<file path="src/rtl/dc_sweep_pkg.sv">
// dc_sweep_pkg: shared widths, sequencer state encoding and the tagged result record
package dc_sweep_pkg;
  localparam int DAC_W = 12;
  localparam int ADC_W = 16;
  localparam int IDX_W = 8;
  localparam int SET_W = 16;
  typedef enum logic [2:0] {IDLE, LOAD, SETTLE, CONV, EMIT, NEXT} sweep_state_t;
  typedef struct packed {
    logic [IDX_W-1:0] gi;
    logic [IDX_W-1:0] di;
    logic [ADC_W-1:0] id;
    logic             clip;
  } result_t;
endpackage

</file>
<file path="src/rtl/dc_sweep_sequencer_if.sv">
// dc_sweep_sequencer_if: DAC load, ADC req/ack and result valid/ready bundle
// master = sequencer (drives DAC codes, adc_req, result stream), slave = DAC/ADC/capture side
interface dc_sweep_sequencer_if;
  import dc_sweep_pkg::*;
  logic [DAC_W-1:0] dac_vgs;
  logic [DAC_W-1:0] dac_vds;
  logic             dac_load;
  logic             adc_req;
  logic             adc_ack;
  logic [ADC_W-1:0] adc_data;
  logic             out_valid;
  logic             out_ready;
  logic [IDX_W-1:0] out_gi;
  logic [IDX_W-1:0] out_di;
  logic [ADC_W-1:0] out_id;
  logic             out_clip;
  modport master (
    output dac_vgs, dac_vds, dac_load, adc_req, out_valid, out_gi, out_di, out_id, out_clip,
    input  adc_ack, adc_data, out_ready
  );
  modport slave (
    input  dac_vgs, dac_vds, dac_load, adc_req, out_valid, out_gi, out_di, out_id, out_clip,
    output adc_ack, adc_data, out_ready
  );
endinterface

</file>
<file path="src/rtl/sweep_axis_counter.sv">
// sweep_axis_counter: one sweep axis, point index plus saturating DAC code
// load captures start/step/npts and rewinds; rewind restarts the axis; step_en advances one point
// last flags the final point (npts=0 counts as 1); clip flags a saturated code
module sweep_axis_counter #(
  parameter int DAC_W = 12,
  parameter int IDX_W = 8
) (
  input  logic             clk,
  input  logic             rst_n,
  input  logic             load,
  input  logic             rewind,
  input  logic             step_en,
  input  logic [DAC_W-1:0] start_code,
  input  logic [DAC_W-1:0] step,
  input  logic [IDX_W-1:0] npts,
  output logic [IDX_W-1:0] idx,
  output logic [DAC_W-1:0] code,
  output logic             last,
  output logic             clip
);
  logic [DAC_W-1:0] base, inc;
  logic [IDX_W-1:0] n;
  logic [DAC_W:0]   sum;
  assign sum  = {1'b0, code} + {1'b0, inc};
  assign last = ({1'b0, idx} + (IDX_W+1)'(1)) >= {1'b0, n};
  always_ff @(posedge clk or negedge rst_n)
    if (!rst_n) begin
      base <= '0;
      inc  <= '0;
      n    <= '0;
      idx  <= '0;
      code <= '0;
      clip <= 1'b0;
    end else if (load) begin
      base <= start_code;
      inc  <= step;
      n    <= npts;
      idx  <= '0;
      code <= start_code;
      clip <= 1'b0;
    end else if (rewind) begin
      idx  <= '0;
      code <= base;
      clip <= 1'b0;
    end else if (step_en) begin
      idx  <= idx + IDX_W'(1);
      code <= (clip || sum[DAC_W]) ? '1 : sum[DAC_W-1:0];
      clip <= clip || sum[DAC_W];
    end
endmodule

</file>
<file path="src/rtl/dc_sweep_sequencer.sv">
// dc_sweep_sequencer: two-level Vgs/Vds bias sweep with settle, ADC conversion and tagged results
// clk/rst_n: clock, async active-low reset; start/abort: sweep control pulses
// vgs_*/vds_*/settle_cycles: sweep config, sampled on start; busy/done: sweep status
// bus: DAC codes + load strobe, ADC req/ack, result valid/ready stream
module dc_sweep_sequencer
  import dc_sweep_pkg::*;
(
  input  logic             clk,
  input  logic             rst_n,
  input  logic             start,
  input  logic             abort,
  input  logic [DAC_W-1:0] vgs_start,
  input  logic [DAC_W-1:0] vgs_step,
  input  logic [IDX_W-1:0] vgs_npts,
  input  logic [DAC_W-1:0] vds_start,
  input  logic [DAC_W-1:0] vds_step,
  input  logic [IDX_W-1:0] vds_npts,
  input  logic [SET_W-1:0] settle_cycles,
  output logic             busy,
  output logic             done,
  dc_sweep_sequencer_if.master bus
);
  sweep_state_t     state;
  logic [SET_W-1:0] settle, cnt;
  logic [IDX_W-1:0] gi, di;
  logic [DAC_W-1:0] vgs_code, vds_code;
  logic             vgs_last, vds_last, vgs_clip, vds_clip, cfg_ld, adv;
  assign cfg_ld      = state == IDLE && start && !abort;
  assign adv         = state == NEXT && !abort;
  assign bus.dac_vgs = vgs_code;
  assign bus.dac_vds = vds_code;
  sweep_axis_counter #(.DAC_W(DAC_W), .IDX_W(IDX_W)) u_vgs (
    .clk(clk), .rst_n(rst_n), .load(cfg_ld), .rewind(1'b0),
    .step_en(adv && vds_last && !vgs_last),
    .start_code(vgs_start), .step(vgs_step), .npts(vgs_npts),
    .idx(gi), .code(vgs_code), .last(vgs_last), .clip(vgs_clip)
  );
  // inner axis rewinds exactly when the outer axis steps
  sweep_axis_counter #(.DAC_W(DAC_W), .IDX_W(IDX_W)) u_vds (
    .clk(clk), .rst_n(rst_n), .load(cfg_ld),
    .rewind(adv && vds_last && !vgs_last), .step_en(adv && !vds_last),
    .start_code(vds_start), .step(vds_step), .npts(vds_npts),
    .idx(di), .code(vds_code), .last(vds_last), .clip(vds_clip)
  );
  always_ff @(posedge clk or negedge rst_n)
    if (!rst_n) begin
      state         <= IDLE;
      settle        <= '0;
      cnt           <= '0;
      busy          <= 1'b0;
      done          <= 1'b0;
      bus.dac_load  <= 1'b0;
      bus.adc_req   <= 1'b0;
      bus.out_valid <= 1'b0;
      bus.out_gi    <= '0;
      bus.out_di    <= '0;
      bus.out_id    <= '0;
      bus.out_clip  <= 1'b0;
    end else begin
      bus.dac_load <= 1'b0;
      done         <= 1'b0;
      if (abort && state != IDLE) begin
        state         <= IDLE;
        busy          <= 1'b0;
        bus.adc_req   <= 1'b0;
        bus.out_valid <= 1'b0;
      end else
        case (state)
          IDLE:
            if (start && !abort) begin
              settle       <= settle_cycles;
              busy         <= 1'b1;
              bus.dac_load <= 1'b1;
              state        <= LOAD;
            end
          // zero settle skips SETTLE so adc_req follows dac_load directly
          LOAD:
            if (settle == '0) begin
              bus.adc_req <= 1'b1;
              state       <= CONV;
            end else begin
              cnt   <= settle - SET_W'(1);
              state <= SETTLE;
            end
          SETTLE:
            if (cnt == '0) begin
              bus.adc_req <= 1'b1;
              state       <= CONV;
            end else
              cnt <= cnt - SET_W'(1);
          CONV:
            if (bus.adc_ack) begin
              bus.adc_req   <= 1'b0;
              bus.out_valid <= 1'b1;
              bus.out_gi    <= gi;
              bus.out_di    <= di;
              bus.out_id    <= bus.adc_data;
              bus.out_clip  <= vgs_clip || vds_clip;
              state         <= EMIT;
            end
          EMIT:
            if (bus.out_ready) begin
              bus.out_valid <= 1'b0;
              state         <= NEXT;
            end
          NEXT:
            if (vds_last && vgs_last) begin
              done  <= 1'b1;
              busy  <= 1'b0;
              state <= IDLE;
            end else begin
              bus.dac_load <= 1'b1;
              state        <= LOAD;
            end
          default: state <= IDLE;
        endcase
    end
endmodule
</file>
<file path="src/flat_wrapper.sv">
// flat-port wrapper written by rule: the top's interface ports become plain ports
module dc_sweep_sequencer_flat import dc_sweep_pkg::*;
  (clk, rst_n, start, abort, vgs_start, vgs_step, vgs_npts, vds_start, vds_step, vds_npts, settle_cycles, busy, done, bus_dac_vgs, bus_dac_vds, bus_dac_load, bus_adc_req, bus_out_valid, bus_out_gi, bus_out_di, bus_out_id, bus_out_clip, bus_adc_ack, bus_adc_data, bus_out_ready);
  dc_sweep_sequencer_if bus_i ();
  input  logic clk;
  input  logic rst_n;
  input  logic start;
  input  logic abort;
  input  logic [DAC_W-1:0] vgs_start;
  input  logic [DAC_W-1:0] vgs_step;
  input  logic [IDX_W-1:0] vgs_npts;
  input  logic [DAC_W-1:0] vds_start;
  input  logic [DAC_W-1:0] vds_step;
  input  logic [IDX_W-1:0] vds_npts;
  input  logic [SET_W-1:0] settle_cycles;
  output logic busy;
  output logic done;
  output wire logic [$bits(bus_i.dac_vgs)-1:0] bus_dac_vgs;
  output wire logic [$bits(bus_i.dac_vds)-1:0] bus_dac_vds;
  output wire logic [$bits(bus_i.dac_load)-1:0] bus_dac_load;
  output wire logic [$bits(bus_i.adc_req)-1:0] bus_adc_req;
  output wire logic [$bits(bus_i.out_valid)-1:0] bus_out_valid;
  output wire logic [$bits(bus_i.out_gi)-1:0] bus_out_gi;
  output wire logic [$bits(bus_i.out_di)-1:0] bus_out_di;
  output wire logic [$bits(bus_i.out_id)-1:0] bus_out_id;
  output wire logic [$bits(bus_i.out_clip)-1:0] bus_out_clip;
  input wire logic [$bits(bus_i.adc_ack)-1:0] bus_adc_ack;
  input wire logic [$bits(bus_i.adc_data)-1:0] bus_adc_data;
  input wire logic [$bits(bus_i.out_ready)-1:0] bus_out_ready;
  assign bus_dac_vgs = bus_i.dac_vgs;
  assign bus_dac_vds = bus_i.dac_vds;
  assign bus_dac_load = bus_i.dac_load;
  assign bus_adc_req = bus_i.adc_req;
  assign bus_out_valid = bus_i.out_valid;
  assign bus_out_gi = bus_i.out_gi;
  assign bus_out_di = bus_i.out_di;
  assign bus_out_id = bus_i.out_id;
  assign bus_out_clip = bus_i.out_clip;
  assign bus_i.adc_ack = bus_adc_ack;
  assign bus_i.adc_data = bus_adc_data;
  assign bus_i.out_ready = bus_out_ready;
  dc_sweep_sequencer u_core (.clk(clk), .rst_n(rst_n), .start(start), .abort(abort), .vgs_start(vgs_start), .vgs_step(vgs_step), .vgs_npts(vgs_npts), .vds_start(vds_start), .vds_step(vds_step), .vds_npts(vds_npts), .settle_cycles(settle_cycles), .busy(busy), .done(done), .bus(bus_i));
endmodule
</file>
<file path="config.mk">
export PLATFORM = sky130hd
export DESIGN_NAME = dc_sweep_sequencer_flat
export DESIGN_NICKNAME = d
export VERILOG_FILES = /design/src/rtl/dc_sweep_pkg.sv /design/src/rtl/dc_sweep_sequencer_if.sv /design/src/rtl/sweep_axis_counter.sv /design/src/rtl/dc_sweep_sequencer.sv /design/src/flat_wrapper.sv
export SDC_FILE = /design/constraint.sdc
export NUM_CORES = 1
export LEC_CHECK = 0
export BUFFER_PORTS_ARGS = -buffer_cell sky130_fd_sc_hd__buf_2
export CELL_PAD_IN_SITES_DETAIL_PLACEMENT = 0
export CELL_PAD_IN_SITES_GLOBAL_PLACEMENT = 1
export CORE_MARGIN = 2
export CORE_UTILIZATION = 38
export CTS_CLUSTER_DIAMETER = 30
export DETAILED_ROUTE_END_ITERATION = 16
export PLACE_DENSITY_LB_ADDON = 0.1
export SETUP_SLACK_MARGIN = 0.05
export SLEW_MARGIN = 20
export SYNTH_ARGS = -nofsm -noshare
export SYNTH_HDL_FRONTEND = slang
export SYNTH_SLANG_ARGS = --single-unit
</file>
<file path="constraint.sdc">
create_clock -name clk -period 3.5 [get_ports clk]
set_input_delay 0.175 -clock clk [delete_from_list [all_inputs] [get_ports clk]]
set_output_delay 0.175 -clock clk [all_outputs]
set_load 0.01 [all_outputs]
</file>
==> out/metrics.cfg <==
[run_status]
status=finished clean

[die]
fp.dieArea_sq_um=25600
io_pins=164
die_w_microns=160
start_util_pct=38.3
die_h_microns=160
placementRows=57
core_area_sq_um=24100

[synthesis]
synth_edf_count=0
synth-seq-cells=167
synthTopCellsByArea=dfrtp_1 (45%), nand2_1 (10%), ha_1 (5.8%)
syn_inst=1020
synth_cell_types=61
syn-cell-area_sq_um=9240
ys.flop_type=dfrtp_1
syn_nets=1167
ys_warn_count=0
synth_top_cell_by_area=dfrtp_1
avgSynthCellArea_sq_um=9.06
ys_seq_area_share_pct=45.2
async_flop_share_pct=100
yosysTopAreaCellShare_pct=45.2

[hold_path]
hold_path_class=primary input to flop

[sta]
slew_violations=0
min_period_ns=3.26
fin_crit_sh_pct=93.2
setup_viol=0
fmax_mhz=307
worst_slew_pin_slew_ns=0.660
maxSlewHeadroom_pct=56.0
setup_ws_ns=0.239
finalHoldViolations=0
final.setup_skew_ns=0.0137
tns_ns=0
whs_ns=0.0347
grt_setup_unrepaired=no

[pwr]
swShare_pct=39.2
power_density_nw_per_um2=803
p_int_uw=5900
pwr-share-seq_pct=34.4
combPwrFrac_pct=45.1
clockPowerShare_pct=20.5
p_leak_uw=0.00587
peakVddDrop_uv=360
p_switching_uw=3800

[place]
dpl.cell_count=1484
hpwlAfterDp_microns=17200
gp_congestion=0.794
io_buffers=163
pre_cts_slack_ns=0.138

[clock_network]
numCtsBuffers=17
clkLatencyLatePin_ns=0.43
clock_path_buffers=2
cts.sinks=167
cts_tree=done
clkTransAtPathRegs_ns=0.07
root_buffer=clkbuf_16
postCtsSetupBuffers=0
cts-htree-levels=4

[detailed_routing]
drt-met1-wl_microns=12200
wire_per_inst_microns=15.4
routed.top_layer=met4
ant_nets=0
wl_met3_microns=765
vias_per_cell=5.03
wirelength_microns=24700
drt_first_pass_iters=5
drc=0
wl_met2_microns=11500
drt-initial-drc-count=346
via_count=8105

[setup_path]
required_ns=3.82
max_stage_delay_ns=0.41
critical_path_class=flop to flop
critPathCaptureType=flop
critical_path.top_delay_family=simple AND/OR/NAND/NOR gates
start_kind=flop
rrSetupSlack_ns=0.24
cp_max_fo=24
path_cells=ha_1 -> nand3_1 -> or2_2 -> xnor2_1 -> ha_1 -> a41o_1 -> a21oi_1 -> o211ai_1 -> or2_4 -> and2_2 -> buf_12 -> or3_1 -> o221a_2
crit_arrival_ns=3.58
cp_common_cell=ha_1
crit_buf_inv=1
worst_path_max_delay_cell=dfrtp_2

[global_route]
grt-ovfl-total=0
antenna_found_initial=0
grt_pass1_vias=8240
grt_start_max_net_pins=70
grt_pass1_wl_microns=41700
grt_use_total_pct=20.1

[final_layout]
area_growth_pct=30.8
fin_nets=1420
drive_above_1_share_pct=22.2
final_cell_mix=nand2_1 (253), dfrtp_1 (165), buf_2 (162), dlygate4sd3_1 (93), o21ai_0 (63)
fillCellCount=2369
final_cells=1610
layout_commonest_cell=nand2_1
fin_util_pct=50.1
antenna_cells=0

[flow_run]
drv_cap=0

## path summary, 6_finish.rpt
kind	startpoint	depth (start not counted)	to
max in group asynchronous	rst_n	3	u_core.u_vds.idx[0]
worst min register to register	u_core.u_vds.inc[9]	2	u_core.u_vds.inc[9]
worst max-delay path	u_core.u_vds.idx[0]	13	u_core.u_vgs.code[10]
worst min-delay path	vgs_start[5]	2	u_core.u_vgs.code[5]
min in group asynchronous	rst_n	2	u_core.u_vgs.inc[3]
worst max register to register	u_core.u_vds.idx[0]	13	u_core.u_vgs.code[10]
## power groups by stage
stage	clock network [uW]	registers (uW)	logic (uW)
floorplan	0	3310	3040
global placement	0	3370	4270
detailed placement	0	3370	4280
CTS	2050	3350	4380
global route	2130	3460	4990
finish	1990	3340	4380
## cell type report
class                           count  area (sq um)  share of cell area, %
Inverter                           37           139                   1.15
Timing Repair Buffer              284          2000                   16.6
Clock inverter                     12           166                   1.38
Sequential cell                   167          4180                   34.6
Clock buffer                       20           457                   3.78
Multi-Input combinational cell    766          4730                   39.2
Tap cell                          324           405                   3.35
## flip-flops by register name, summed over array words and instances, names as in the netlist, 12 cells and up
name               cells
u_core.u_vds.inc      12
u_core.settle         16
u_core.u_vgs.inc      12
u_core.cnt            16
u_core.u_vds.base     12
u_core.bus.out_id     16
u_core.u_vgs.code     12
u_core.u_vds.code     12
## what timing repair did
action | 4_1_cts | 5_1_grt
endpoints found under the hold margin | 160 | 0
resized for setup | 0 | 12
setup endpoints to repair | 0 | 31
hold buffers | 93 | 0
## Yosys cell counts (all sizes together) (5+ instances only)
library cell and instances:
nand2 254, a21oi 51, nand2b 6, clkbuf 30
or3 10, mux2 38, inv 37, xnor2 25
nor2b 5, o22ai 13, dfrtp 167, nand4 8
a21o 7, and3 5, o311ai 11, nor4 8
o31ai 9, nand3 22, nor2 49, or2 8
o21ai 69, nor3 35, a31oi 8, o211ai 10
mux2i 11, ha 43, a211oi 7, buf 20
xor2 6
## logic make-up (layout without fill, tap and decap cells)
| group | Yosys count | count (layout) | share of synthesized area, % |
|---|---|---|---|
| multiplexers | 49 | 49 | 6.96 |
| adder cells (fa/ha/maj) | 45 | 45 | 6.26 |
| flip-flops | 167 | 167 | 45.2 |
| AND/OR/NAND/NOR | 426 | 426 | 20.1 |
| AO/OA/AOI/OAI | 215 | 215 | 14.5 |
| XOR/XNOR | 31 | 31 | 2.94 |
| buffers and inverters | 87 | 353 | 3.97 |
## metrics by stage
stage	cell area, sq um	power, uW
floorplan	9240	6350
global placement	10500	7640
detailed placement	10500	7660
CTS	12000	9780
global route	12100	10600
finish	12100	9710
## metal layers
layer / vias up / GRT usage (%)
met5: - / 0
li1: 4064 / -
met2: 159 / 33.3
met3: 24 / 2.91
met4: 0 / 5.24
met1: 3858 / 27.7
Note: power is estimated with default switching activity, not from simulation.
